==> src/rtl/tdm_demux_1_4_b4.sv <==
// tdm_demux_1_4_b4
//   Registered 1-to-4 demultiplexer. It takes one W-bit beat per cycle and writes it
//   into one of four held output channels. The channel is chosen either by an explicit
//   select or by an internal round-robin slot counter, so a serialised 4-slot TDM stream
//   can be split back into parallel lanes.
//
// Ports
//   clk         rising-edge clock
//   rst         synchronous active-high reset; clears every output register
//   i           input data beat (W bits)
//   s           channel select, used only in addressed mode (mode=0)
//   valid       i carries a real beat this cycle
//   mode        0 = addressed (use s), 1 = auto round-robin (use slot)
//   sync        frame-align pulse; returns the slot counter to 0
//   o0..o3      registered channel outputs; each holds the last value written to it
//   vld         one-hot strobe; vld[k] set means ok was written on the last edge
//   slot        current round-robin slot, which is the channel the next auto beat uses
//   frame_done  single-cycle pulse following the slot-3 beat of an auto frame
//   frame_cnt   count of completed auto frames, wrapping modulo 2^FCNT_W
module tdm_demux_1_4_b4 #(
  parameter int W      = 4,
  parameter int FCNT_W = 8
) (
  input  logic              clk,
  input  logic              rst,
  input  logic [W-1:0]      i,
  input  logic [1:0]        s,
  input  logic              valid,
  input  logic              mode,
  input  logic              sync,
  output logic [W-1:0]      o0,
  output logic [W-1:0]      o1,
  output logic [W-1:0]      o2,
  output logic [W-1:0]      o3,
  output logic [3:0]        vld,
  output logic [1:0]        slot,
  output logic              frame_done,
  output logic [FCNT_W-1:0] frame_cnt
);

  logic [W-1:0]      o_q [4];
  logic [3:0]        vld_q, vld_d;
  logic [1:0]        slot_q, slot_d;
  logic              fd_q, fd_d;
  logic [FCNT_W-1:0] fc_q;
  logic [1:0]        tgt;

  always_comb begin
    // In auto mode, sync re-aligns the frame, so the beat is forced onto channel 0.
    tgt = mode ? slot_q : s;
    if (mode && sync) tgt = '0;

    // With sync set, a beat in auto mode has already consumed slot 0, so the counter
    // moves on to 1. An addressed beat leaves the counter parked at 0.
    slot_d = slot_q;
    if (sync)               slot_d = (valid && mode) ? 2'd1 : 2'd0;
    else if (valid && mode) slot_d = slot_q + 2'd1;

    fd_d = valid && mode && !sync && (slot_q == 2'd3);

    vld_d = '0;
    if (valid) vld_d[tgt] = 1'b1;
  end

  always_ff @(posedge clk) begin
    if (rst) begin
      for (int unsigned k = 0; k < 4; k++) o_q[k] <= '0;
      vld_q  <= '0;
      slot_q <= '0;
      fd_q   <= 1'b0;
      fc_q   <= '0;
    end else begin
      if (valid) o_q[tgt] <= i;
      vld_q  <= vld_d;
      slot_q <= slot_d;
      fd_q   <= fd_d;
      if (fd_d) fc_q <= fc_q + FCNT_W'(1);
    end
  end

  assign o0         = o_q[0];
  assign o1         = o_q[1];
  assign o2         = o_q[2];
  assign o3         = o_q[3];
  assign vld        = vld_q;
  assign slot       = slot_q;
  assign frame_done = fd_q;
  assign frame_cnt  = fc_q;

endmodule

==> config.mk <==
export PLATFORM = sky130hd
export DESIGN_NAME = tdm_demux_1_4_b4
export DESIGN_NICKNAME = d
export VERILOG_FILES = /design/src/rtl/tdm_demux_1_4_b4.sv
export SDC_FILE = /design/constraint.sdc
export NUM_CORES = 1
export LEC_CHECK = 0
export BUFFER_PORTS_ARGS = -buffer_cell sky130_fd_sc_hd__buf_2
export CORE_MARGIN = 8
export CORE_UTILIZATION = 49
export CTS_CLUSTER_SIZE = 12
export DETAILED_ROUTE_END_ITERATION = 8
export HOLD_SLACK_MARGIN = 0.12
export PLACE_DENSITY_LB_ADDON = 0.12
export SYNTH_ARGS = -nofsm -noshare
export SYNTH_HDL_FRONTEND = slang
export SYNTH_SLANG_ARGS = --single-unit
==> constraint.sdc <==
create_clock -name clk -period 1.65 [get_ports clk]
set_clock_uncertainty 0.15 [all_clocks]
set_input_delay 0.165 -clock clk [delete_from_list [all_inputs] [get_ports clk]]
set_output_delay 0.165 -clock clk [all_outputs]
set_load 0.02 [all_outputs]
Word level (Yosys, flattened, before mapping)
Memory sizes are Yosys's and may differ from the RTL's.
Index checks and enable logic that the tools add are counted.
{ "totals": {"ramBits": 16, "output_inout_bits": 31, "memories": 1, "elab_cells": 35, "ff_bits": 15} }
{ "classes": {"magnitude_cmp": 2, "eq_ne": 1, "reduce_logical": 9, "muxes": 15, "bitwise_logic": 1, "addsub": 2} }
{ "mem_list": {"columns": ["name", "depth", "width", "rd", "rd_clocked_by_memory_dff", "write_ports", "line", "source"], "rows": [
  ["o_q", 4, 4, 4, 0, 4, "41", "logic [W-1:0] o_q [4];"]
]} }
{ "op_table": {"columns": ["operator", "n"], "rows": [
  ["$mux 2", 5],
  ["$add 8x1->8 const B", 1],
  ["$mux 1", 8],
  ["$logic_and 1x1->1", 5],
  ["$mux 4", 1],
  ["$reduce_or 4->1", 1],
  ["$lt 2x3->1 const B", 1],
  ["$add 2x1->2 const B", 1],
  ["$demux 1 s2", 1],
  ["$eq 2x2->1 const B", 1],
  ["$ge 2x1->1 const B", 1],
  ["$reduce_bool 2->1", 1],
  ["$reduce_or 2->1", 1],
  ["$logic_not 1->1", 1],
  ["$not 1->1", 1]
]} }

Depth between registers and ports, before layout
{ "logic_depth": {"word_depth": 6, "depth_mapped": 5, "ltp_nobuf": 4} }

Worst setup path after synthesis
Ideal clock, no wire load.
{ "synth_timing": {"path_type": "reg-to-reg", "startpoint": "register slot_q[1] (netlist: slot[1])", "endpoint": "register fc_q[7] (netlist: frame_cnt[7])", "t_arrival_ns": 1.443, "n_path_buf": 0, "stages_incl_launch_ff": 5, "path_slack_ns": -0.063, "setup_time_ns": 0.121, "required_ns": 1.379, "path_cell_list": "dfxtp_1 > ha_1 > nand4b_2 > nor4_1 > mux2_2"} }
{ "synth_between": {"elab_chain_len": 2} }
{ "synth_rtl": {"columns": ["element", "line", "source"], "rows": [
  ["from (decl)", "43", "logic [1:0] slot_q, slot_d;"],
  ["from (signal assigned)", "75", "slot_q <= slot_d;"],
  ["$eq 2x2->1", "59", "fd_d = valid && mode && !sync && (slot_q == 2'd3);"],
  ["$logic_and 1x1->1", "59", null],
  ["to (signal assigned)", "77", "if (fd_d) fc_q <= fc_q + FCNT_W'(1);"],
  ["to (decl)", "45", "logic [FCNT_W-1:0] fc_q;"]
]} }
Every way passes these cells.
A chain may end at the register's enable or synchronous reset.

==> results.tsv <==
stage	metric	value	unit
synth	synth.net_count	126	
global_route	grt_pass1_vias	1027	
drt	via_count	1026	
clock_network	clock_latency	320	ps
finish	insertedDiodeCount	0	
setup_path	cp_top_family	compound AO/OA/AOI/OAI gates	
setup_path	required	1550	ps
setup_path	cp-endpoint	o_q[1][3]	
run_status	outcome	finished, final reports clean	
sta	setup_viol	0	
die	die-area	0.00454	mm2
placed_design	place_ws	-18.1	ps
setup_path	startpoint	slot[0]	
die	fp.dieH	67.4	um
setup_path	crit_path_cell_trace	nand3b_1 -> a2111oi_4 -> or2_4	
setup_path	crit_cells	3	
finish	fin_util	0.706	
drt	first_pass_iters	4	
setup_path	arrival	1540	ps
sta	min_period	1640	ps
sta	max_freq	0.610	GHz
synth	yosys-top-cells-area	edfxtp_1 (37%), dfxtp_1 (23%), and2_1 (3.9%), nor2_1 (2.9%), a2111oi_4 (2.1%)	
placed_design	gp_congestion	0.736	
drt	drc	0	
clock_network	clock-root-buffer	clkbuf_4	
setup_path	slowest_stage	a2111oi_4	
sta	fin_hold_ws	138	ps
power	p_leak	0.829	nW
drt	vias_per_cell	4.93	
finish	drive_above_1_share	0.371	
synth	synth.avg_cell_area	11.5	um2
setup_path	r2r-end	o_q[1][3]	
setup_path	path_class	reg -> reg	
die	core_area	0.00250	mm2
placed_design	dp_hpwl	2130	um
setup_path	r2r_start	slot[0]	
drt	drtIter0Drc	24	
setup_path	slowest_delay	460	ps
clock_network	cts_tree	done	
setup_path	worst_setup_path_start_kind	register	
global_route	overflow	0	
finish	area_growth	36.2	%
sta	min_period_over_period	0.994	
global_route	antenna_found_initial	0	
die	initial_core_util	0.518	
synth	synth_cells	113	
flow_run	drv_cap	0	
setup_path	regToRegSetupSlack	9	ps
finish	regArea	783	um2
finish	multi_input_area	498	um2
clock_network	cts.sink_count	31	
drt	wl_per_cell	13.8	um
finish	nets	190	
sta	slew-limit-headroom	0.730	
sta	rsz0062_at_grt	yes	
hold_path	hold_class	in -> reg	
global_route	grt_max_degree	13	
drt	ant_nets	0	
sta	layout_setup_ws	9.39	ps
clock_network	cts.path.max_buffers	2	
clock_network	numCtsBuffers	5	
die	die_width	67.4	um
synth	ys_types	32	
global_route	grt_pass1_wl	4600	um
power	power_density	807	mW/mm2
synth	yosys_register_bits	31	
placed_design	io_buffers	41	
sta	worstMarginPinSlew	405	ps
setup_path	r2r_cells	3	
clock_network	clk_pin_slew_worst_paths	90	ps
setup_path	worstSetupEndpointType	register	
power	vdd_drop_max	667	uV
die	top_level_ports	42	
setup_path	cp_max_fo	6	
finish	layout_common_cells	buf_2 (41), edfxtp_1 (16), dfxtp_1 (13), nor2_1 (10), dlygate4sd3_1 (10)	
synth	synth_top_area_cell	edfxtp_1	
drt	drt-total-wl	2860	um
drt	wl_met3	240	um
sta	final_hold_viol_count	0	
synth	synth_area	0.00129	mm2
sta	drv_slew	0	
drt	highest_layer	met4	
synth	ys.warnings.count	0	
global_route	gr-usage-all-layers	0.135	
die	row_count	18	
drt	wl_met1	1180	um
drt	wl_met2	1410	um
finish	final_common_cell	buf_2	
finish	nFillCells	199	
clock_network	cts_htree_levels	2	
setup_path	path_buf_inv	0	
synth	synth_top_area_share	0.371	
synth	seq_area_frac_synth	0.603	
[state kept, by name, indices dropped and copies added (netlist names)]
signal,flops
vld,4
frame_done,1
frame_cnt,8
slot,2
o_q,16
[routing by layer]
layer,track usage,up-vias
met4,0.0470,0
met2,0.229,30
met3,0.0712,5
li1,-,527
met1,0.141,464
met5,0,-
[synthesized netlist by cell type]
master     number
inv_1           6
a31o_2          1
a2111oi_4       1
and2_1          8
nor3_1          5
dfxtp_1        15
and3b_1         1
xor2_1          1
nor2b_1         3
nor4_1          1
nand2_1         5
a21oi_1         5
nand4b_2        1
or4_1           2
clkbuf_1        2
nand3b_1        2
or3_1           3
mux2_2          1
mux2i_1         2
buf_4           1
o31ai_1         2
o2111a_1        1
or2_2           2
ha_1            2
and3_1          1
nand3_1         4
o21bai_1        1
nor2_1         10
xnor2_1         1
nand2b_1        4
edfxtp_1       16
o21ai_0         3
[power by group]
group          total, mW  switching (mW)  internal, mW  leakage [nW]
Clock              0.412           0.252         0.160        0.0297
Sequential         0.843         0.00672         0.837         0.289
Combinational      0.169          0.0985        0.0703         0.510
Total               1.42           0.357          1.07         0.829
[stage by stage]
stage | total power [mW] | TNS, ps | cells | instance area, um2
global route | 1.49 | -536 | 208 | 1760
floorplan | 0.947 | 0 | 113 | 1300
global placement | 1.01 | 0 | 189 | 1590
finish | 1.42 | 0 | 208 | 1760
CTS | 1.43 | 0 | 207 | 1740
detailed placement | 1.01 | -79.1 | 189 | 1590
[cell type report]
type | instances | area share
flip-flops and latches | 31 | 0.444
multi-input cells | 73 | 0.282
repair buffers | 60 | 0.211
clock buffers | 6 | 0.0234
well taps | 30 | 0.0213
inverters | 6 | 0.0128
clock inverters | 2 | 0.00496
[tightest hold or removal path: cells and delay by family]
family / cells / cell delay, ps
compound gates: 1 / 50
buf+inv: 2 / 350
[how the worst min path moves through the flow]
| stage | from | end | slack (ps) | cells past startpoint |
|---|---|---|---|---|
| 2_1_floorplan | sync | slot[1] | 90 | 1 |
| 3_3_place_gp | sync | slot[1] | 230 | 2 |
| 3_5_place_dp | sync | slot[1] | 240 | 2 |
| 4_1_cts | s[0] | vld[1] | 100 | 3 |
| 5_1_grt | rst | frame_cnt[2] | 140 | 3 |
| 6_report | rst | frame_cnt[4] | 140 | 3 |
[what timing repair did]
action,4_1_cts,5_1_grt
setup buffers,0,1
endpoints found under the hold margin,21,1
hold buffers,10,2
setup endpoints to repair,1,15
pin swaps,0,3
resized for setup,1,3
[logic make-up after synthesis]
family | synth area share
simple gates | 0.226
fa+ha+maj | 0.0193
mux | 0.0242
flops | 0.603
buf+inv | 0.0290
xor+xnor | 0.0135
compound gates | 0.0850
Note: power is estimated with default switching activity, not from simulation.
